[config.mk]
export PLATFORM = sky130hd
export DESIGN_NAME = machine_io_harness_flat
export DESIGN_NICKNAME = d
export VERILOG_FILES = /design/src/rtl/machine_io_harness_if.sv /design/src/rtl/machine_io_harness.sv /design/src/flat_wrapper.sv
export SDC_FILE = /design/constraint.sdc
export NUM_CORES = 1
export LEC_CHECK = 0
export BUFFER_PORTS_ARGS = -buffer_cell sky130_fd_sc_hd__buf_2
export CAP_MARGIN = 25
export CORE_ASPECT_RATIO = 1.2
export CORE_MARGIN = 10
export CORE_UTILIZATION = 59
export DETAILED_ROUTE_END_ITERATION = 12
export PLACE_DENSITY = 0.88
export SETUP_SLACK_MARGIN = 0.15
export SYNTH_ARGS = -nofsm -noshare
export SYNTH_HDL_FRONTEND = slang
export SYNTH_SLANG_ARGS = --single-unit
export TNS_END_PERCENT = 20
[constraint.sdc]
create_clock -name CLK -period 3.8 [get_ports CLK]
set_clock_uncertainty 0.05 [all_clocks]
set_input_delay 0.57 -clock CLK [delete_from_list [all_inputs] [get_ports CLK]]
set_output_delay 0.57 -clock CLK [all_outputs]
set_load 0.02 [all_outputs]
[src/rtl/machine_io_harness_if.sv]
// Harness-side bundle: load ports, processor handshake and run status.
// The harness is the slave; the bench or debug front end driving it is the master.
interface machine_io_harness_if #(
  parameter int DATA_W = 16,
  parameter int CYC_W  = 32
);
  logic              Start;
  logic              stim_wr;
  logic [DATA_W-1:0] stim_data;
  logic              exp_wr;
  logic [DATA_W-1:0] exp_data;
  logic              InputTaken;
  logic [DATA_W-1:0] Outputio;
  logic              Output;
  logic              Overflow;
  logic [DATA_W-1:0] Inputio;
  logic [2:0]        state;
  logic [CYC_W-1:0]  cycle_count;
  logic [7:0]        pass_count;
  logic [7:0]        fail_count;
  logic [7:0]        ovf_count;
  logic [DATA_W-1:0] first_bad;
  logic              load_err;

  modport slave (
    input  Start, stim_wr, stim_data, exp_wr, exp_data,
    input  InputTaken, Outputio, Output, Overflow,
    output Inputio, state, cycle_count, pass_count, fail_count,
    output ovf_count, first_bad, load_err
  );

  modport master (
    output Start, stim_wr, stim_data, exp_wr, exp_data,
    output InputTaken, Outputio, Output, Overflow,
    input  Inputio, state, cycle_count, pass_count, fail_count,
    input  ovf_count, first_bad, load_err
  );
endinterface

[src/rtl/machine_io_harness.sv]
// Stimulus/compare harness for final_machine: stimulus and expected queues, edge-detected compares, verdict FSM.
// Status is registered (Output rise at edge k lands at edge k); Inputio is combinational; no backpressure, dropped pushes flag load_err.
module machine_io_harness #(
  parameter int DATA_W  = 16,
  parameter int DEPTH   = 8,
  parameter int TIMEOUT = 4096,
  parameter int CYC_W   = 32
) (
  input logic              CLK,
  input logic              Reset,
  machine_io_harness_if.slave io
);
  localparam int AW = (DEPTH > 1) ? $clog2(DEPTH) : 1;
  localparam int CW = AW + 1;
  localparam int TW = $clog2(TIMEOUT) + 1;
  localparam logic [CW-1:0] FULL  = CW'(DEPTH);
  localparam logic [TW-1:0] TLAST = TW'(TIMEOUT - 1);

  typedef enum logic [2:0] {
    S_IDLE = 3'd0,
    S_RUN  = 3'd1,
    S_PASS = 3'd2,
    S_FAIL = 3'd3,
    S_TMO  = 3'd4
  } state_e;

  state_e            state_q, state_d;
  logic [DATA_W-1:0] stim_mem [DEPTH];
  logic [DATA_W-1:0] exp_mem  [DEPTH];
  logic [AW-1:0]     stim_wp_q, stim_wp_d, stim_rp_q, stim_rp_d;
  logic [AW-1:0]     exp_wp_q, exp_wp_d, exp_rp_q, exp_rp_d;
  logic [CW-1:0]     stim_cnt_q, stim_cnt_d, exp_cnt_q, exp_cnt_d;
  logic [TW-1:0]     tmr_q, tmr_d;
  logic [CYC_W-1:0]  cyc_q, cyc_d;
  logic [7:0]        pass_q, pass_d, fail_q, fail_d, ovf_q, ovf_d;
  logic [DATA_W-1:0] first_bad_q, first_bad_d;
  logic              load_err_q, load_err_d;
  logic              output_q, overflow_q;
  logic              stim_push, exp_push;
  logic              out_edge, ovf_edge;

  assign out_edge = io.Output & ~output_q;
  assign ovf_edge = io.Overflow & ~overflow_q;

  always_comb begin
    state_d     = state_q;
    stim_wp_d   = stim_wp_q;
    stim_rp_d   = stim_rp_q;
    stim_cnt_d  = stim_cnt_q;
    exp_wp_d    = exp_wp_q;
    exp_rp_d    = exp_rp_q;
    exp_cnt_d   = exp_cnt_q;
    tmr_d       = tmr_q;
    cyc_d       = cyc_q;
    pass_d      = pass_q;
    fail_d      = fail_q;
    ovf_d       = ovf_q;
    first_bad_d = first_bad_q;
    load_err_d  = load_err_q;
    stim_push   = 1'b0;
    exp_push    = 1'b0;

    unique case (state_q)
      S_IDLE: begin
        if (io.stim_wr) begin
          if (stim_cnt_q == FULL) begin
            load_err_d = 1'b1;
          end else begin
            stim_push  = 1'b1;
            stim_wp_d  = stim_wp_q + 1'b1;
            stim_cnt_d = stim_cnt_q + 1'b1;
          end
        end
        if (io.exp_wr) begin
          if (exp_cnt_q == FULL) begin
            load_err_d = 1'b1;
          end else begin
            exp_push  = 1'b1;
            exp_wp_d  = exp_wp_q + 1'b1;
            exp_cnt_d = exp_cnt_q + 1'b1;
          end
        end
        if (io.Start) begin
          tmr_d   = '0;
          state_d = (exp_cnt_q == '0) ? S_PASS : S_RUN;
        end
      end

      S_RUN: begin
        if (io.stim_wr || io.exp_wr) load_err_d = 1'b1;
        if (cyc_q != '1) cyc_d = cyc_q + 1'b1;
        if (io.InputTaken && (stim_cnt_q != '0)) begin
          stim_rp_d  = stim_rp_q + 1'b1;
          stim_cnt_d = stim_cnt_q - 1'b1;
        end
        if (ovf_edge && (ovf_q != 8'hFF)) ovf_d = ovf_q + 1'b1;

        // A compare edge restarts the timeout window, so it wins over an expiring timer.
        if (out_edge) begin
          exp_rp_d  = exp_rp_q + 1'b1;
          exp_cnt_d = exp_cnt_q - 1'b1;
          tmr_d     = '0;
          if (io.Outputio == exp_mem[exp_rp_q]) begin
            if (pass_q != 8'hFF) pass_d = pass_q + 1'b1;
          end else begin
            if (fail_q != 8'hFF) fail_d = fail_q + 1'b1;
            if (fail_q == 8'd0) first_bad_d = io.Outputio;
          end
          if (exp_cnt_q == CW'(1)) state_d = (fail_d == 8'd0) ? S_PASS : S_FAIL;
        end else if (tmr_q == TLAST) begin
          state_d = S_TMO;
        end else begin
          tmr_d = tmr_q + 1'b1;
        end
      end

      default: ;
    endcase
  end

  always_ff @(posedge CLK) begin
    if (Reset) begin
      state_q     <= S_IDLE;
      stim_wp_q   <= '0;
      stim_rp_q   <= '0;
      stim_cnt_q  <= '0;
      exp_wp_q    <= '0;
      exp_rp_q    <= '0;
      exp_cnt_q   <= '0;
      tmr_q       <= '0;
      cyc_q       <= '0;
      pass_q      <= '0;
      fail_q      <= '0;
      ovf_q       <= '0;
      first_bad_q <= '0;
      load_err_q  <= 1'b0;
      output_q    <= 1'b0;
      overflow_q  <= 1'b0;
    end else begin
      state_q     <= state_d;
      stim_wp_q   <= stim_wp_d;
      stim_rp_q   <= stim_rp_d;
      stim_cnt_q  <= stim_cnt_d;
      exp_wp_q    <= exp_wp_d;
      exp_rp_q    <= exp_rp_d;
      exp_cnt_q   <= exp_cnt_d;
      tmr_q       <= tmr_d;
      cyc_q       <= cyc_d;
      pass_q      <= pass_d;
      fail_q      <= fail_d;
      ovf_q       <= ovf_d;
      first_bad_q <= first_bad_d;
      load_err_q  <= load_err_d;
      output_q    <= io.Output;
      overflow_q  <= io.Overflow;
    end
  end

  // Storage needs no reset: occupancy counts alone decide what is valid.
  always_ff @(posedge CLK) begin
    if (stim_push) stim_mem[stim_wp_q] <= io.stim_data;
    if (exp_push)  exp_mem[exp_wp_q]   <= io.exp_data;
  end

  assign io.Inputio     = ((state_q == S_RUN) && (stim_cnt_q != '0)) ? stim_mem[stim_rp_q] : '0;
  assign io.state       = state_q;
  assign io.cycle_count = cyc_q;
  assign io.pass_count  = pass_q;
  assign io.fail_count  = fail_q;
  assign io.ovf_count   = ovf_q;
  assign io.first_bad   = first_bad_q;
  assign io.load_err    = load_err_q;
endmodule
[src/flat_wrapper.sv]
// flat-port wrapper written by rule: the top's interface ports become plain ports
module machine_io_harness_flat 
#(
  parameter int DATA_W  = 16,
  parameter int DEPTH   = 8,
  parameter int TIMEOUT = 4096,
  parameter int CYC_W   = 32
)
  (CLK, Reset, io_Start, io_stim_wr, io_stim_data, io_exp_wr, io_exp_data, io_InputTaken, io_Outputio, io_Output, io_Overflow, io_Inputio, io_state, io_cycle_count, io_pass_count, io_fail_count, io_ovf_count, io_first_bad, io_load_err);
  machine_io_harness_if #(.DATA_W(DATA_W), .CYC_W(CYC_W)) io_i ();
  input logic CLK;
  input logic Reset;
  input wire logic [$bits(io_i.Start)-1:0] io_Start;
  input wire logic [$bits(io_i.stim_wr)-1:0] io_stim_wr;
  input wire logic [$bits(io_i.stim_data)-1:0] io_stim_data;
  input wire logic [$bits(io_i.exp_wr)-1:0] io_exp_wr;
  input wire logic [$bits(io_i.exp_data)-1:0] io_exp_data;
  input wire logic [$bits(io_i.InputTaken)-1:0] io_InputTaken;
  input wire logic [$bits(io_i.Outputio)-1:0] io_Outputio;
  input wire logic [$bits(io_i.Output)-1:0] io_Output;
  input wire logic [$bits(io_i.Overflow)-1:0] io_Overflow;
  output wire logic [$bits(io_i.Inputio)-1:0] io_Inputio;
  output wire logic [$bits(io_i.state)-1:0] io_state;
  output wire logic [$bits(io_i.cycle_count)-1:0] io_cycle_count;
  output wire logic [$bits(io_i.pass_count)-1:0] io_pass_count;
  output wire logic [$bits(io_i.fail_count)-1:0] io_fail_count;
  output wire logic [$bits(io_i.ovf_count)-1:0] io_ovf_count;
  output wire logic [$bits(io_i.first_bad)-1:0] io_first_bad;
  output wire logic [$bits(io_i.load_err)-1:0] io_load_err;
  assign io_i.Start = io_Start;
  assign io_i.stim_wr = io_stim_wr;
  assign io_i.stim_data = io_stim_data;
  assign io_i.exp_wr = io_exp_wr;
  assign io_i.exp_data = io_exp_data;
  assign io_i.InputTaken = io_InputTaken;
  assign io_i.Outputio = io_Outputio;
  assign io_i.Output = io_Output;
  assign io_i.Overflow = io_Overflow;
  assign io_Inputio = io_i.Inputio;
  assign io_state = io_i.state;
  assign io_cycle_count = io_i.cycle_count;
  assign io_pass_count = io_i.pass_count;
  assign io_fail_count = io_i.fail_count;
  assign io_ovf_count = io_i.ovf_count;
  assign io_first_bad = io_i.first_bad;
  assign io_load_err = io_i.load_err;
  machine_io_harness #(.DATA_W(DATA_W), .DEPTH(DEPTH), .TIMEOUT(TIMEOUT), .CYC_W(CYC_W)) u_core (.CLK(CLK), .Reset(Reset), .io(io_i));
endmodule
==> summary.md <==
| Metric | Value |
|---|---|
| Post-synthesis sequential element count | `373` |
| DIE AREA | `0.03262 mm^2` |
| Fraction of layout cells with a size suffix above 1 | `0.2415` |
| Post-detailed-route via-to-cell ratio | `5.859` |
| Maximum level of the CTS H-tree | `2` |
| Setup ws final | `0.4260 ns` |
| Type of the worst setup path | `flip-flop to flip-flop` |
| Worst max-slew margin expressed relative to the limit | `0.4910` |
| Area of the mapped netlist | `0.01520 mm^2` |
| Via count of the routed design | `9357` |
| Number of inserted diodes | `0` |
| Number of setup violations in the final report | `0` |
| CP max FO | `37` |
| Register-to-register setup slack | `0.43 ns` |
| Series of cell instances along the critical path | `buf_12 > mux4_2 > mux2i_1 > xnor2_1 > nor4_1 > nand4_2 > or2_1 > or4_1 > a21oi_1` |
| Global routing usage summed across all routing layers | `0.1979` |
| Peak Freq | `296.4 MHz` |
| Antenna violations before repair | `1` |
| Routed wire length | `33.15 mm` |
| Number of enable-type register cells in the synthesized netlist | `256` |
| Top area cells in the synthesized netlist | `edfxtp_1, dfxtp_1, mux4_2, mux2i_1, nor2_1` |
| Initial core utilization | `0.5970` |
| Placed cell count | `1531` |
| Number of buffers added on ports | `147` |
| Post-synthesis cell type with the largest combined area | `edfxtp_1` |
| Final core utilization | `0.6902` |
| Total congestion overflow after global routing | `0` |
| CP arrival | `3.76 ns` |
| Clock transition time at the flip-flop clock pins of the worst setup and hold paths | `0.06 ns` |
| Die width | `166.5 um` |
| Maximum vdd drop | `0.5770 mV` |
| Post-Synthesis Net Count | `1142` |
| Area growth syn-to-layout | `15.60%` |
| Setup TNS | `0 ns` |
| Number of DRC markers after the initial detailed-route iteration | `497` |
| Hold-fix buffers, CTS | `0` |
| Number of failing hold endpoints at the final stage | `0` |
| Post-Place Worst Slack | `0.3360 ns` |
| Leakage power of the design | `6.185 nW` |
| Number of unique standard cell types used by synthesis | `53` |
| CTS tree | `done` |
| Gate family responsible for the most delay along the worst path | `simple AND/OR/NAND/NOR gates` |
| Clk Tree Root Cell | `clkbuf_16` |
| Fraction of registers with async set/reset | `0` |
| Clk sink count | `373` |
| Seq/Total Area, Yosys | `0.6597` |
| Height of the die | `195.8 um` |
| Slowest library cell on the worst path | `nor4_1` |
| Number of buffer and inverter stages on the critical path | `1` |
| CP startpoint kind | `flip-flop` |
| Number of gates resized after cts | `0` |
| Max Slew Vio Count | `0` |
| Slew of the pin with the lowest slew margin | `0.7635 ns` |
| Power Dens Cells | `554.3 mW/mm^2` |
| Number of instances in the synthesized netlist | `1070` |
| Crit end category | `flip-flop` |
| Number of CTS-inserted buffers | `36` |
| Filler Cells Inserted | `1662` |
| Average size of a mapped cell | `14.21 um^2` |
| DRC violations left | `0` |
| Cell Count, Final, Fillers Out | `1597` |
| Portion of synthesized cell area occupied by the leading cell type | `0.5056` |
| Drt first pass iters | `5` |
| Core region area | `0.02546 mm^2` |
| Final Cycle Share | `0.8879` |
| Setup repair after global routing missed its margin | `false` |
| Worst min-delay path category | `input port to flip-flop` |
| NumNets Final | `1312` |
| Clock network latency to the later pin of the worst-skew pair | `0.51 ns` |
| Via count of the first global-routing pass | `9660` |
| Worst Path Required | `4.19 ns` |
| HPWL after detailed placement | `21.87 mm` |
| Wire length of the first global-routing pass | `52.50 mm` |
| Number of nets with antenna violations after routing | `0` |
| Postcts setup bufs | `0` |
| Primary FF master, synth | `edfxtp_1` |
| Outcome | `completed` |
| Std-Cell Rows | `64` |
| Number of max-cap violations | `0` |
| Top Ports | `148` |
| Gp weighted congestion | `0.8563` |
| Pin count of the biggest net entering global routing | `44` |
| Wire length per cell after detailed routing | `20.76 um` |
| Number of synthesis warnings | `0` |
| Maximum clock path buffer count | `3` |
| Final period demand of the worst path | `3.374 ns` |
| Critical Path Max Stage Delay | `0.57 ns` |
## flip-flops by register name, indices dropped and copies added (netlist names), named ones only
name,flops
u_core.io.ovf_count,8
u_core.exp_wp_q,3
u_core.io.pass_count,8
u_core.exp_rp_q,3
u_core.exp_cnt_q,4
u_core.io.first_bad,16
u_core.io.load_err,1
u_core.tmr_q,13
u_core.stim_wp_q,3
u_core.io.state,3
u_core.io.cycle_count,32
u_core.overflow_q,1
u_core.stim_cnt_q,4
u_core.stim_rp_q,3
u_core.exp_mem,128
u_core.io.fail_count,8
u_core.stim_mem,128
u_core.output_q,1
## synthesized netlist by cell type (all sizes together) (10+ instances only)
| library cell | instances |
|---|---|
| inv | 20 |
| clkbuf | 27 |
| nand3 | 30 |
| xor2 | 50 |
| nand4 | 28 |
| nor2 | 138 |
| and3 | 12 |
| nand2 | 53 |
| edfxtp | 256 |
| nand2b | 10 |
| mux2i | 60 |
| a21oi | 27 |
| xnor2 | 31 |
| ha | 15 |
| o21ai | 11 |
| dfxtp | 117 |
| mux4 | 48 |
| nor3 | 13 |
| mux2 | 16 |
| or4 | 10 |
| buf | 18 |
## kinds of logic (layout without fill, tap and decap cells)
group / after synthesis / after routing / synth area share
xor+xnor: 81 / 81 / 0.04666
compound gates: 79 / 79 / 0.03300
fa+ha+maj: 16 / 16 / 0.01366
simple gates: 332 / 332 / 0.1051
mux: 124 / 124 / 0.1225
flops: 373 / 373 / 0.6597
buf+inv: 65 / 262 / 0.01942
## worst reg2reg max path, delay by kind of cell, from the launching register on
family,cells,cell delay [ns]
flops,1,0.34
compound gates,1,0.14
xor+xnor,1,0.10
mux,2,0.75
simple gates,4,1.67
buf+inv,1,0.25
## report_power, final
| group | switching [mW] | leakage, nW | internal, mW |
|---|---|---|---|
| clock network | 1.44 | 0.546 | 1.93 |
| registers | 0.190 | 3.26 | 4.65 |
| logic | 0.904 | 2.38 | 0.629 |
| total | 2.53 | 6.18 | 7.21 |
## routing by layer
layer | GRT usage | vias up | wire, um
met3 | 0.03039 | 66 | 1532
li1 | - | 4344 | -
met5 | 0 | - | 11
met2 | 0.3754 | 287 | 18330
met1 | 0.2203 | 4658 | 12370
met4 | 0.06610 | 2 | 898
## cell usage in the layout (no fill, tap or decap), types with 16 or more instances in the layout
cell type | netlist | routed
a21oi_1 | 27 | 27
buf_2 | 5 | 146
buf_4 | 3 | 26
clkbuf_16 | 0 | 37
dfxtp_1 | 117 | 115
edfxtp_1 | 256 | 256
inv_1 | 20 | 20
mux2_2 | 16 | 16
mux2i_1 | 60 | 60
mux4_2 | 48 | 48
nand2_1 | 53 | 53
nand3_1 | 30 | 30
nand4_1 | 27 | 27
nor2_1 | 138 | 138
xnor2_1 | 31 | 31
xor2_1 | 50 | 50
## per-stage QoR
step | hold WS, ns | total power [mW] | area (um^2)
2_1_floorplan | 0.3787 | 5.946 | 15200
3_3_place_gp | 0.3886 | 6.366 | 16430
3_5_place_dp | 0.3950 | 6.449 | 16440
4_1_cts | 0.2475 | 9.817 | 17560
5_1_grt | 0.2608 | 10.15 | 17570
6_report | 0.2664 | 9.741 | 17570
## path summary, 6_finish.rpt
| check | from | to | cells after the start |
|---|---|---|---|
| max | flip-flop | u_core.io.pass_count[7] | 9 |
| max reg2reg | flip-flop | u_core.io.pass_count[7] | 9 |
| min reg2reg | u_core.tmr_q[12] | u_core.tmr_q[12] | 2 |
| min | io_Output | u_core.output_q | 2 |
## final cells by class
| type | instances | area (um^2) | area share |
|---|---|---|---|
| clock inverters | 16 | 115.1 | 0.006550 |
| repair buffers | 177 | 1016 | 0.05781 |
| flip-flops and latches | 373 | 10030 | 0.5708 |
| clock buffers | 49 | 1001 | 0.05696 |
| well taps | 330 | 412.9 | 0.02349 |
| inverters | 20 | 75.07 | 0.004272 |
| multi-input cells | 632 | 4922 | 0.2801 |
Power figures use the tool's default switching activity.
